[src/rtl/alu_seq_pkg.sv]
// alu_seq_pkg: shared constants and types for the ALU instruction sequencer.
// Defines the 24-bit instruction layout, the ALU opcode values and the
// sequencer state encoding.
package alu_seq_pkg;

  localparam int INSTR_W   = 24;
  localparam int OPC_LSB   = 22;
  localparam int WADDR_LSB = 19;
  localparam int RADDR_LSB = 16;
  localparam int A_LSB     = 8;
  localparam int B_LSB     = 0;

  localparam logic [1:0] OP_AND  = 2'd0;
  localparam logic [1:0] OP_OR   = 2'd1;
  localparam logic [1:0] OP_NAND = 2'd2;
  localparam logic [1:0] OP_NOR  = 2'd3;

  typedef enum logic [1:0] {S_IDLE, S_FETCH, S_EXEC, S_DONE} seq_state_t;

  // Field order matches the bit offsets above, MSB first.
  typedef struct packed {
    logic [1:0] opc;
    logic [2:0] waddr;
    logic [2:0] raddr;
    logic [7:0] a;
    logic [7:0] b;
  } instr_t;

endpackage

[src/rtl/alu_instr_sequencer_if.sv]
// alu_instr_sequencer_if: all non-clock/reset signals of the sequencer.
//   load_en/load_addr/load_data : program-memory write port
//   start/prog_len              : run request and instruction count
//   busy/done/pc                : run status
//   A/B/opcode/write_addr/write_enable/read_addr : processor control bus
//   step (only with SEQ_STEP_EN): advances EXEC by one instruction
// Modport slave is the sequencer side, master the controlling side.
interface alu_instr_sequencer_if #(parameter int DEPTH = 16);
  localparam int PC_W = $clog2(DEPTH);

  logic              load_en;
  logic [PC_W-1:0]   load_addr;
  logic [23:0]       load_data;
  logic              start;
  logic [PC_W:0]     prog_len;
  logic              busy;
  logic              done;
  logic [PC_W-1:0]   pc;
  logic [7:0]        A;
  logic [7:0]        B;
  logic [1:0]        opcode;
  logic [2:0]        write_addr;
  logic              write_enable;
  logic [2:0]        read_addr;
`ifdef SEQ_STEP_EN
  logic              step;
`endif

  modport slave (
    input  load_en, load_addr, load_data, start, prog_len,
`ifdef SEQ_STEP_EN
    input  step,
`endif
    output busy, done, pc, A, B, opcode, write_addr, write_enable, read_addr
  );

  modport master (
    output load_en, load_addr, load_data, start, prog_len,
`ifdef SEQ_STEP_EN
    output step,
`endif
    input  busy, done, pc, A, B, opcode, write_addr, write_enable, read_addr
  );

endinterface

[src/rtl/alu_seq_prog_mem.sv]
// alu_seq_prog_mem: DEPTH x W program store, synchronous write and
// synchronous read, no reset.
//   we/waddr/wdata : write port
//   raddr/rdata    : read port, rdata valid the cycle after raddr
// A write and read of the same address in one cycle returns the new word,
// so a program word loaded alongside start is seen by the first fetch.
module alu_seq_prog_mem #(
  parameter int DEPTH = 16,
  parameter int W     = 24,
  localparam int AW   = $clog2(DEPTH)
) (
  input  logic          clk,
  input  logic          we,
  input  logic [AW-1:0] waddr,
  input  logic [W-1:0]  wdata,
  input  logic [AW-1:0] raddr,
  output logic [W-1:0]  rdata
);

  logic [W-1:0] mem [DEPTH];
  logic [W-1:0] rdata_q;

  always_ff @(posedge clk) begin
    if (we) mem[waddr] <= wdata;
    rdata_q <= (we && waddr == raddr) ? wdata : mem[raddr];
  end

  assign rdata = rdata_q;

endmodule

[src/rtl/alu_instr_sequencer.sv]
// alu_instr_sequencer: steps through a loaded program of ALU instructions,
// one FETCH and one EXEC cycle per instruction, under start/busy/done.
//   clk : system clock
//   rst : synchronous active-high reset
//   bus : alu_instr_sequencer_if.slave (load port, run control, status,
//         processor control outputs)
// Optional macro SEQ_STEP_EN: EXEC waits for bus.step before writing and
// advancing.
module alu_instr_sequencer
  import alu_seq_pkg::*;
#(
  parameter int DEPTH = 16,
  localparam int PC_W = $clog2(DEPTH)
) (
  input  logic clk,
  input  logic rst,
  alu_instr_sequencer_if.slave bus
);

  localparam logic [PC_W:0] DEPTH_L = (PC_W+1)'(DEPTH);
  localparam logic [PC_W:0] ONE_L   = (PC_W+1)'(1);

  seq_state_t      state_q, state_d;
  logic [PC_W-1:0] pc_q, pc_d;
  logic [PC_W:0]   len_q, len_d;
  instr_t          ir_q, ir_d;
  logic [PC_W:0]   len_clamped;
  logic [INSTR_W-1:0] rd_data;
  logic            mem_we;
  logic            step_ok;

`ifdef SEQ_STEP_EN
  assign step_ok = bus.step;
`else
  assign step_ok = 1'b1;
`endif

  assign len_clamped = (bus.prog_len > DEPTH_L) ? DEPTH_L : bus.prog_len;
  assign mem_we      = bus.load_en && (state_q == S_IDLE);

  // Read address is the next pc, so the registered read data already holds
  // mem[pc] while in FETCH.
  alu_seq_prog_mem #(.DEPTH(DEPTH), .W(INSTR_W)) u_mem (
    .clk   (clk),
    .we    (mem_we),
    .waddr (bus.load_addr),
    .wdata (bus.load_data),
    .raddr (pc_d),
    .rdata (rd_data)
  );

  always_comb begin
    state_d = state_q;
    pc_d    = pc_q;
    len_d   = len_q;
    ir_d    = ir_q;
    case (state_q)
      S_IDLE: begin
        if (bus.start) begin
          len_d   = len_clamped;
          pc_d    = '0;
          state_d = (len_clamped == '0) ? S_DONE : S_FETCH;
        end
      end
      S_FETCH: begin
        ir_d    = instr_t'(rd_data);
        state_d = S_EXEC;
      end
      S_EXEC: begin
        if (step_ok) begin
          // len_q >= 1 here, so len_q-1 never underflows; pc never wraps.
          if ({1'b0, pc_q} == len_q - ONE_L) begin
            state_d = S_DONE;
          end else begin
            pc_d    = pc_q + 1'b1;
            state_d = S_FETCH;
          end
        end
      end
      S_DONE:  state_d = S_IDLE;
      default: state_d = S_IDLE;
    endcase
  end

  always_ff @(posedge clk) begin
    if (rst) begin
      state_q <= S_IDLE;
      pc_q    <= '0;
      len_q   <= '0;
      ir_q    <= '0;
    end else begin
      state_q <= state_d;
      pc_q    <= pc_d;
      len_q   <= len_d;
      ir_q    <= ir_d;
    end
  end

  assign bus.busy         = (state_q == S_FETCH) || (state_q == S_EXEC);
  assign bus.done         = (state_q == S_DONE);
  assign bus.write_enable = (state_q == S_EXEC) && step_ok;
  assign bus.pc           = pc_q;
  assign bus.A            = ir_q.a;
  assign bus.B            = ir_q.b;
  assign bus.opcode       = ir_q.opc;
  assign bus.write_addr   = ir_q.waddr;
  assign bus.read_addr    = ir_q.raddr;

endmodule

[src/flat_wrapper.sv]
// flat-port wrapper written by rule: the top's interface ports become plain ports
module alu_instr_sequencer_flat import alu_seq_pkg::*;
#(
  parameter int DEPTH = 16,
  localparam int PC_W = $clog2(DEPTH)
)
  (clk, rst, bus_load_en, bus_load_addr, bus_load_data, bus_start, bus_prog_len, bus_busy, bus_done, bus_pc, bus_A, bus_B, bus_opcode, bus_write_addr, bus_write_enable, bus_read_addr);
  alu_instr_sequencer_if #(.DEPTH(DEPTH)) bus_i ();
  input  logic clk;
  input  logic rst;
  input wire logic [$bits(bus_i.load_en)-1:0] bus_load_en;
  input wire logic [$bits(bus_i.load_addr)-1:0] bus_load_addr;
  input wire logic [$bits(bus_i.load_data)-1:0] bus_load_data;
  input wire logic [$bits(bus_i.start)-1:0] bus_start;
  input wire logic [$bits(bus_i.prog_len)-1:0] bus_prog_len;
  output wire logic [$bits(bus_i.busy)-1:0] bus_busy;
  output wire logic [$bits(bus_i.done)-1:0] bus_done;
  output wire logic [$bits(bus_i.pc)-1:0] bus_pc;
  output wire logic [$bits(bus_i.A)-1:0] bus_A;
  output wire logic [$bits(bus_i.B)-1:0] bus_B;
  output wire logic [$bits(bus_i.opcode)-1:0] bus_opcode;
  output wire logic [$bits(bus_i.write_addr)-1:0] bus_write_addr;
  output wire logic [$bits(bus_i.write_enable)-1:0] bus_write_enable;
  output wire logic [$bits(bus_i.read_addr)-1:0] bus_read_addr;
  assign bus_i.load_en = bus_load_en;
  assign bus_i.load_addr = bus_load_addr;
  assign bus_i.load_data = bus_load_data;
  assign bus_i.start = bus_start;
  assign bus_i.prog_len = bus_prog_len;
  assign bus_busy = bus_i.busy;
  assign bus_done = bus_i.done;
  assign bus_pc = bus_i.pc;
  assign bus_A = bus_i.A;
  assign bus_B = bus_i.B;
  assign bus_opcode = bus_i.opcode;
  assign bus_write_addr = bus_i.write_addr;
  assign bus_write_enable = bus_i.write_enable;
  assign bus_read_addr = bus_i.read_addr;
  alu_instr_sequencer #(.DEPTH(DEPTH)) u_core (.clk(clk), .rst(rst), .bus(bus_i));
endmodule
[config.mk]
export PLATFORM = sky130hd
export DESIGN_NAME = alu_instr_sequencer_flat
export DESIGN_NICKNAME = d
export VERILOG_FILES = /design/src/rtl/alu_seq_pkg.sv /design/src/rtl/alu_instr_sequencer_if.sv /design/src/rtl/alu_seq_prog_mem.sv /design/src/rtl/alu_instr_sequencer.sv /design/src/flat_wrapper.sv
export SDC_FILE = /design/constraint.sdc
export NUM_CORES = 1
export LEC_CHECK = 0
export CORE_ASPECT_RATIO = 0.8
export CORE_UTILIZATION = 50
export CTS_CLUSTER_SIZE = 12
export DETAILED_ROUTE_END_ITERATION = 8
export MAX_ROUTING_LAYER = met4
export PLACE_DENSITY = 0.68
export SETUP_SLACK_MARGIN = 0.05
export SYNTH_ARGS = -nofsm -noshare
export SYNTH_HDL_FRONTEND = slang
export SYNTH_HIERARCHICAL = 1
export SYNTH_SLANG_ARGS = --single-unit
[constraint.sdc]
create_clock -name clk -period 6.3 [get_ports clk]
set_input_delay 1.89 -clock clk [delete_from_list [all_inputs] [get_ports clk]]
set_output_delay 1.89 -clock clk [all_outputs]
set_load 0.02 [all_outputs]
==> metrics.csv <==
stage;metric;value;unit
synthesis;synth_seq_cells;423;
place;place_congestion;0.750;
global_routing;track_usage;20.8;%
floorplanning;fp-row-count;58;
synthesis;synthDistinctLibCells;30;
synthesis;syn_area_per_cell;20.6;sq um
clock_tree;post_cts_buffers;0;
critical_path;crit_buf_inv;2;
timing;rsz0062_at_grt;false;
floorplanning;start_util;51.0;%
timing;finalHoldViolations;0;
floorplanning;die-area;32900;sq um
timing;worstMarginPinSlew;1.07;ns
critical_path;path_max_fanout;12;
critical_path;critPathArrivalTime;2.09;ns
final_layout;multi_input_area;3680;sq um
drt;drc_errors;0;
timing;maxSlewViolCount;0;
synthesis;syn_inst;783;
clock_tree;cts.hold.buffers_added;0;
drt;vias_per_cell;5.85;
synthesis;syn_nets;826;
clock_tree;clk_pin_slew;0.06;ns
global_routing;grt_pass1_wl;48700;um
drt;finalWirelength;32100;um
floorplanning;die_w;203;um
clock_tree;cts-root-buf;clkbuf_16;
critical_path;cp-end-kind;primary output;
critical_path;crit_chain;inv_1, ha_1, clkdlybuf4s50_1;
synthesis;yosysTopAreaCellShare;71.6;%
synthesis;yosys_warnings;6;
pwr;leakage;0.00572;uW
synthesis;synth_area;16100;sq um
floorplanning;core-area;31600;sq um
pwr;peakVddDrop;0.189;mV
global_routing;overflow;0;
synthesis;ys_top_cells_by_area;edfxtp_1, mux4_2, dfxtp_1;
synthesis;synthArstFlopShare;0;%
timing;fmax;251;MHz
place;port_buffers;67;
global_routing;grt_antenna_before_repair;0;
worst_hold_path;hold_path.class;register to register;
final_layout;regArea;12300;sq um
synthesis;synth_area_leader_cell;edfxtp_1;
synthesis;synth_commonest_cells;edfxtp_1, mux4_2, a22oi_1;
timing;max_slew_margin;28.4;%
drt;vias;7699;
place;postPlaceCellArea;17300;sq um
final_layout;diodes;0;
run;max_cap_violations;0;
synthesis;synth_most_common_cell;edfxtp_1;
synthesis;synth_edf_count;384;
drt;drt_iter0_drc;707;
clock_tree;numCtsBuffers;42;
floorplanning;dieHeight;162;um
critical_path;slowest_stage;clkdlybuf4s50_1;
synthesis;yosys_most_used_dff;edfxtp_1;
drt;first_pass_iters;7;
final_layout;finalNetCount;907;
final_layout;final_area;18600;sq um
critical_path;cpLargestDelayFamily;buffers and inverters;
synthesis;seq_area_frac_synth;76.5;%
drt;ant_nets;0;
timing;setup_tns;0;ns
global_routing;grt_pass1_vias;7899;
place;dp_hpwl;17700;um
critical_path;cpPeakStageDelay;0.69;ns
global_routing;grt_max_degree;60;
clock_tree;cts-htree-levels;2;
final_layout;syn_to_final_growth;15.5;%
clock_tree;cts_tree;yes;
final_layout;drive_gt1_share;20.8;%
timing;fin_skew;0.0133;ns
status;status;finished, final reports clean;
drt;wl_per_cell;24.4;um
clock_tree;clk_path_buf_depth;3;
timing;fin_crit_sh;63.1;%
critical_path;cp.required;4.41;ns
timing;final.min_clock_period;3.98;ns
floorplanning;ioPinCount;68;
place;dp_slack;2.04;ns
clock_tree;ctsResizeCount;0;
pwr;p_per_area;354;nW/um^2
timing;worst_slack;2.32;ns
timing;setup_viol;0;
final_layout;final_core_util;58.9;%
critical_path;crit_type;register to primary output;
clock_tree;cts.sinks;423;
critical_path;cp-start-kind;register;
final_layout;fill_cells;2229;
clock_tree;clkLatencyLatePin;0.54;ns
## placed cells by master (no fill, tap or decap), types with 2 or more instances in the layout
| cell type | instances |
|---|---|
| clkinv_1 | 3 |
| inv_1 | 5 |
| dfxtp_1 | 37 |
| clkbuf_8 | 3 |
| edfxtp_1 | 384 |
| and2_1 | 3 |
| nor3_1 | 2 |
| clkdlybuf4s50_1 | 66 |
| a22oi_1 | 49 |
| nand3_1 | 4 |
| mux2i_1 | 26 |
| a21oi_1 | 11 |
| clkbuf_1 | 24 |
| ha_1 | 5 |
| nor3_2 | 4 |
| nand2b_1 | 3 |
| nor2_4 | 12 |
| nand2_1 | 37 |
| mux4_2 | 96 |
| dfxtp_4 | 2 |
| nor3b_1 | 5 |
| buf_4 | 13 |
| clkbuf_16 | 45 |
| nor2b_2 | 2 |
| nand3b_1 | 3 |
| nor2_1 | 31 |
| mux2_2 | 3 |
| a211oi_1 | 2 |
| xnor2_1 | 5 |
## tightest hold or removal path, stage by stage (launching register included)
cell     delay [ns]
dfxtp_1        0.32
mux2i_1        0.06
nor2_1         0.07
## final cells by class
type / count / area share, %
multi-input combinational: 312 / 19.8
clock buffer: 72 / 6.76
timing repair buffer: 80 / 4.10
sequential: 423 / 66.2
clock inverter: 4 / 0.222
inverter: 5 / 0.101
tap: 420 / 2.83
## registers in the layout (all words and copies together), names as in the netlist, named ones only
name / count
u_core/bus.B: 8
u_core/state_q: 2
u_core/u_mem/mem: 384
u_core/bus.A: 8
u_core/bus.opcode: 2
u_core/bus.read_addr: 3
u_core/len_q: 5
u_core/bus.write_addr: 3
u_core/bus.pc: 4
## routing by layer
metal  routed length, um  GRT usage, %  vias to the layer above
met2               14500          29.8                      249
met1               14800          30.6                     4031
li1                    -             -                     3369
met3                2030          4.16                       50
met5                   0             -                        -
met4                 670          5.81                        0
## final timing paths
path / startpoint / end / slack, ns / cells past startpoint
worst max register to register: register / u_core/bus.B[1] / 3.34 / 6
worst min register to register: u_core/bus.write_addr[0] / u_core/bus.write_addr[0] / 0.49 / 2
worst max-delay path: u_core/state_q[0] / bus_write_enable / 2.32 / 3
worst min-delay path: u_core/bus.write_addr[0] / u_core/bus.write_addr[0] / 0.49 / 2
## logic make-up (layout without fill, tap and decap cells)
family / after synthesis / count (layout) / synth area share (%)
flip-flops: 423 / 423 / 76.5
AND/OR/NAND/NOR: 110 / 110 / 3.02
multiplexers: 125 / 125 / 15.3
AO/OA/AOI/OAI: 66 / 66 / 3.07
buffers and inverters: 48 / 161 / 1.44
XOR/XNOR: 5 / 5 / 0.272
adder cells (fa/ha/maj): 6 / 6 / 0.466
## metrics by stage
stage                     hold WS, ns  cells  power [uW]
final                           0.491   1316        6590
after global routing            0.522   1316        6830
after CTS                       0.488   1316        6650
after detailed placement        0.480   1240        4270
after global placement          0.470   1240        4260
after floorplan                 0.449    783        3960
## power by group
part | switching [uW] | internal [uW]
sequential | 105 | 3180
clock | 993 | 1390
combinational | 458 | 462
total | 1560 | 5030
(Power assumes the default switching activity.)
